[src/rtl/tmds_video_timing_ctrl.sv]
`default_nettype none
// ============================================================================
// tmds_video_timing_ctrl
// Raster timing, control symbols and pixel pull for the three TMDS encoders.
// Revision: 1.0
// ============================================================================
module tmds_video_timing_ctrl #(
    parameter int   H_ACTIVE = 640,
    parameter int   H_FP     = 16,
    parameter int   H_SYNC   = 96,
    parameter int   H_BP     = 48,
    parameter int   V_ACTIVE = 480,
    parameter int   V_FP     = 10,
    parameter int   V_SYNC   = 2,
    parameter int   V_BP     = 33,
    parameter logic HS_POL   = 1'b0,
    parameter logic VS_POL   = 1'b0,
    parameter int   CW       = 12
) (
    input  logic          pi_clk,
    input  logic          pi_rst,
    input  logic          pi_enable,
    input  logic          pi_clr_err,
    input  logic [23:0]   pi_pix_data,
    input  logic          pi_pix_valid,
    output logic          po_pix_ready,
    output logic          po_display_en,
    output logic [1:0]    po_ctrl_b,
    output logic [1:0]    po_ctrl_g,
    output logic [1:0]    po_ctrl_r,
    output logic [7:0]    po_data_r,
    output logic [7:0]    po_data_g,
    output logic [7:0]    po_data_b,
    output logic [CW-1:0] po_hcount,
    output logic [CW-1:0] po_vcount,
    output logic          po_frame_start,
    output logic          po_underflow
);

    localparam int H_TOTAL = H_ACTIVE + H_FP + H_SYNC + H_BP;
    localparam int V_TOTAL = V_ACTIVE + V_FP + V_SYNC + V_BP;

    localparam logic [CW-1:0] H_ACT_END  = CW'(H_ACTIVE);
    localparam logic [CW-1:0] H_SYNC_BEG = CW'(H_ACTIVE + H_FP);
    localparam logic [CW-1:0] H_SYNC_END = CW'(H_ACTIVE + H_FP + H_SYNC);
    localparam logic [CW-1:0] H_LAST     = CW'(H_TOTAL - 1);
    localparam logic [CW-1:0] V_ACT_END  = CW'(V_ACTIVE);
    localparam logic [CW-1:0] V_SYNC_BEG = CW'(V_ACTIVE + V_FP);
    localparam logic [CW-1:0] V_SYNC_END = CW'(V_ACTIVE + V_FP + V_SYNC);
    localparam logic [CW-1:0] V_LAST     = CW'(V_TOTAL - 1);

    typedef enum logic [1:0] {
        IDLE     = 2'd0,
        RUN      = 2'd1,
        STOPPING = 2'd2
    } state_t;

    state_t        state, state_nxt;
    logic [CW-1:0] h, v, h_nxt, v_nxt;
    logic          line_end, frame_end, active, hsync, vsync, running, underrun;

    assign line_end  = (h == H_LAST);
    assign frame_end = line_end && (v == V_LAST);
    assign active    = (h < H_ACT_END) && (v < V_ACT_END);
    assign hsync     = (h >= H_SYNC_BEG) && (h < H_SYNC_END);
    assign vsync     = (v >= V_SYNC_BEG) && (v < V_SYNC_END);
    assign running   = (state != IDLE);

    assign po_pix_ready = running && active;
    // Missing pixel is replaced with black; the raster never stalls.
    assign underrun     = po_pix_ready && !pi_pix_valid;

    assign po_ctrl_g = 2'b00;
    assign po_ctrl_r = 2'b00;

    always_comb begin
        state_nxt = state;
        h_nxt     = h;
        v_nxt     = v;
        case (state)
            IDLE:     if (pi_enable) state_nxt = RUN;
            RUN:      if (!pi_enable) state_nxt = STOPPING;
            STOPPING: begin
                if (pi_enable)      state_nxt = RUN;
                else if (frame_end) state_nxt = IDLE;
            end
            default:  state_nxt = IDLE;
        endcase
        if (running) begin
            if (line_end) begin
                h_nxt = '0;
                v_nxt = (v == V_LAST) ? '0 : v + 1'b1;
            end else begin
                h_nxt = h + 1'b1;
            end
        end else begin
            h_nxt = '0;
            v_nxt = '0;
        end
    end

    always_ff @(posedge pi_clk or posedge pi_rst) begin
        if (pi_rst) begin
            state <= IDLE;
            h     <= '0;
            v     <= '0;
        end else begin
            state <= state_nxt;
            h     <= h_nxt;
            v     <= v_nxt;
        end
    end

    always_ff @(posedge pi_clk or posedge pi_rst) begin
        if (pi_rst) begin
            po_display_en  <= 1'b0;
            po_ctrl_b      <= {~VS_POL, ~HS_POL};
            po_data_r      <= '0;
            po_data_g      <= '0;
            po_data_b      <= '0;
            po_hcount      <= '0;
            po_vcount      <= '0;
            po_frame_start <= 1'b0;
            po_underflow   <= 1'b0;
        end else begin
            if (underrun)        po_underflow <= 1'b1;
            else if (pi_clr_err) po_underflow <= 1'b0;

            if (running) begin
                po_display_en <= active;
                {po_data_r, po_data_g, po_data_b} <= (active && pi_pix_valid) ? pi_pix_data : 24'd0;
                po_ctrl_b      <= {vsync ? VS_POL : ~VS_POL, hsync ? HS_POL : ~HS_POL};
                po_hcount      <= h;
                po_vcount      <= v;
                po_frame_start <= (h == '0) && (v == '0);
            end else begin
                po_display_en  <= 1'b0;
                po_ctrl_b      <= {~VS_POL, ~HS_POL};
                po_data_r      <= '0;
                po_data_g      <= '0;
                po_data_b      <= '0;
                po_hcount      <= '0;
                po_vcount      <= '0;
                po_frame_start <= 1'b0;
            end
        end
    end

endmodule
`default_nettype wire

[config.mk]
export PLATFORM = sky130hd
export DESIGN_NAME = tmds_video_timing_ctrl
export DESIGN_NICKNAME = d
export VERILOG_FILES = /design/src/rtl/tmds_video_timing_ctrl.sv
export SDC_FILE = /design/constraint.sdc
export NUM_CORES = 1
export LEC_CHECK = 0
export ABC_AREA = 1
export CAP_MARGIN = 5
export CORE_MARGIN = 4
export CORE_UTILIZATION = 30
export CTS_CLUSTER_DIAMETER = 40
export DETAILED_ROUTE_END_ITERATION = 10
export PLACE_DENSITY = 0.49
export RECOVER_POWER = 25
export SYNTH_ARGS = -nofsm -noshare
export SYNTH_HDL_FRONTEND = slang
export SYNTH_SLANG_ARGS = --single-unit
export TNS_END_PERCENT = 20
[constraint.sdc]
create_clock -name pi_clk -period 5.3 [get_ports pi_clk]
set_input_delay 1.06 -clock pi_clk [delete_from_list [all_inputs] [get_ports pi_clk]]
set_output_delay 1.06 -clock pi_clk [all_outputs]
set_load 0.01 [all_outputs]
==> reports/qor.csv <==
metric;value;unit
Seq/Total Area, Yosys;57.91;%
# IOs;87;
Layout area overhead;35.32;%
CP Data Required Time;4.24;ns
Crit-path slowest cell;nand3_2;
clock buffer count from CTS;9;
Worst R2R End;v[9];
Final setup viols;0;
Initial Util;31.12;%
First DRT Iteration DRCs;160;
syn_area_per_cell;8.925;um2
Clock Tree Buf Depth;2;
Fmax;263.6;MHz
synth cell count leaders;nand2_1 (95), dfrtp_1 (77), nor2_1 (54), inv_1 (38), nand3_1 (28);
Ant. Diodes;0;
FF-to-FF Start;state[0];
GPL Wtd Cong;0.8542;
Hold-fix buffers, CTS;0;
post-CTS sizing;0;
share of cells above drive strength 1;11.25;%
CTS tree;yes;
Die X;114.7;um
CP Class;flip-flop to output pin;
Distinct cells, synth;28;
R2R cell count;7;
Worst setup EP type;output pin;
synth warn;0;
nets;500;
Top FF cell, synth;dfrtp_1;
CP startpoint;h[11];
cell with the most instances after synthesis;nand2_1;
Hold Crit Class;flip-flop to flip-flop;
worst hold slack;0.4575;ns
root buf cell;clkbuf_16;
clock skew;0.007714;ns
Period minus WS final;3.794;ns
antenna violations before repair;0;
Mapped Cells;383;
Setup Buffers After CTS;0;
Crit path arrival time;2.73;ns
worst setup path endpoint;po_pix_ready;
worst path cell trace;inv_1, nand2_2, nor3b_1, nand3_2, inv_1, clkdlybuf4s50_1;
htree depth;3;
top-area cell type share of the netlist area;56.37;%
failing checks;capacitance limit, slew limit;
Mapped Area;3418;um2
FP Rows;38;
Area contributors post-synth;dfrtp_1 (56%), nand2_1 (10%), nor2_1 (5.9%);
startpoint class of the critical path;flip-flop;
largest net degree at the start of global routing;46;
Die Y;114.7;um
Seq cells post-synth;79;
first-pass GRT wire length;13660;um
clock sinks;79;
Antenna Nets Post-Route;0;
asr flop ratio synth;100.0;%
aggregate routed wire length;8399;um
post-route DRC violation count;0;
Slew @ Worst Pin;1.585;ns
Crit path top cell by count;inv_1;
post-DR wirelength/cell;13.75;um
Core Area;10980;um2
setup tns final;0;ns
Congestion Overflow GR;0;
unrepaired setup endpoints after global routing;no;
detailed placer's ending HPWL;5846;um
die area;13170;um2
R2R Setup Slk;2.68;ns
worst-path fanout max;23;
Slew Limit Fails;36;
gr usage total;13.26;%
P per Cell Area;302.2;nW/um2
Yosys top cell by area;dfrtp_1;
critical path's largest stage delay;0.63;ns
status;finished with violations;
vias per inst;4.345;
MaxCap Viol Count;2;
Buffers on Ports;82;
Pre-antenna DRT Iters;4;
via count;2655;
Final Hold Vio Count;0;
share of the cycle needed by the critical path after routing;71.58;%
Leak;2.185;nW
number of synthesized flops with an enable pin;0;
Slew HR;-6.254;%
clock latency on the worst-skew pair;0.33;ns
Worst IR Drop VDD;0.1382;mV
vias in the first global route;2635;
Clock transition at path regs;0.06;ns
==> worst max-delay path: cells and delay by family (launching register included) <==
| kind | cells | cell delay, ns |
|---|---|---|
| buffers and inverters | 3 | 0.88 |
| and+or+nand+nor | 3 | 1.11 |
| DFF | 1 | 0.40 |
==> state kept, by name (all words and copies together) (netlist names), 2 cells and up <==
name       cells
h             12
po_ctrl_b      2
po_data_b      8
po_data_g      8
po_data_r      8
po_hcount     12
po_vcount     12
state          2
v             12
==> power breakdown <==
group | switching (mW) | total [mW] | internal [mW]
registers | 0.0114 | 0.640 | 0.628
logic | 0.0854 | 0.157 | 0.0714
clock network | 0.241 | 0.601 | 0.360
==> stage by stage <==
stage / util, % / std cells / setup WS (ns) / area (um2) / total power [mW]
floorplan: - / 386 / 2.220 / 3430 / 0.7338
global placement: 39.66 / 596 / 2.034 / 4355 / 0.8140
detailed placement: 39.66 / 596 / 1.983 / 4355 / 0.8117
CTS: 42.28 / 611 / 1.624 / 4643 / 1.422
global route: 42.12 / 611 / 1.256 / 4626 / 1.466
finish: 42.12 / 611 / 1.506 / 4626 / 1.398
==> cell usage in the layout, fill, tap and decap left out, types with 6 or more instances in the layout <==
cell | Yosys | layout
nand4_1 | 9 | 9
nand2_1 | 95 | 95
nor2_1 | 54 | 55
clkdlybuf4s50_1 | 0 | 80
dfrtp_1 | 77 | 77
clkbuf_16 | 0 | 9
nor2_2 | 25 | 24
nor3_1 | 11 | 11
inv_1 | 38 | 37
xor2_1 | 6 | 6
nand3_1 | 28 | 28
==> cell type report <==
type / count / area [um2]
Tap cell: 140 / 175.2
Multi-Input combinational cell: 252 / 1196
Sequential cell: 79 / 1979
Inverter: 41 / 155.1
Fill cell: 1132 / 6357
Timing Repair Buffer: 84 / 832.0
Clock inverter: 6 / 62.56
Clock buffer: 9 / 225.2
==> kinds of logic (layout without fill, tap and decap cells) <==
group	Yosys count	after routing	synth area share [%]
AO/OA/AOI/OAI	6	6	0.9148
XOR/XNOR	6	6	1.537
adder cells (fa/ha/maj)	4	4	1.464
buffers and inverters	55	140	7.028
flip-flops	79	79	57.91
other	1	4	0.1097
AND/OR/NAND/NOR	232	232	31.04
==> per-layer routing <==
layer / vias to the layer above / wire length (um) / global-route usage [%]
li1: 1341 / - / -
met1: 1210 / 4321 / 19.38
met2: 94 / 3342 / 18.90
met3: 10 / 617 / 3.579
met4: 0 / 118 / 4.773
met5: - / 0 / 0
==> worst min-delay path by stage <==
stage / end / start / slack (ns) / cells after the start
after global placement: h[0] / h[0] / 0.45 / 1
after CTS: h[0] / h[0] / 0.46 / 1
after detailed placement: h[0] / h[0] / 0.45 / 1
after floorplan: h[0] / h[0] / 0.43 / 1
final: h[0] / h[0] / 0.46 / 1
after global routing: h[0] / h[0] / 0.49 / 1
Power figures use the tool's default switching activity.
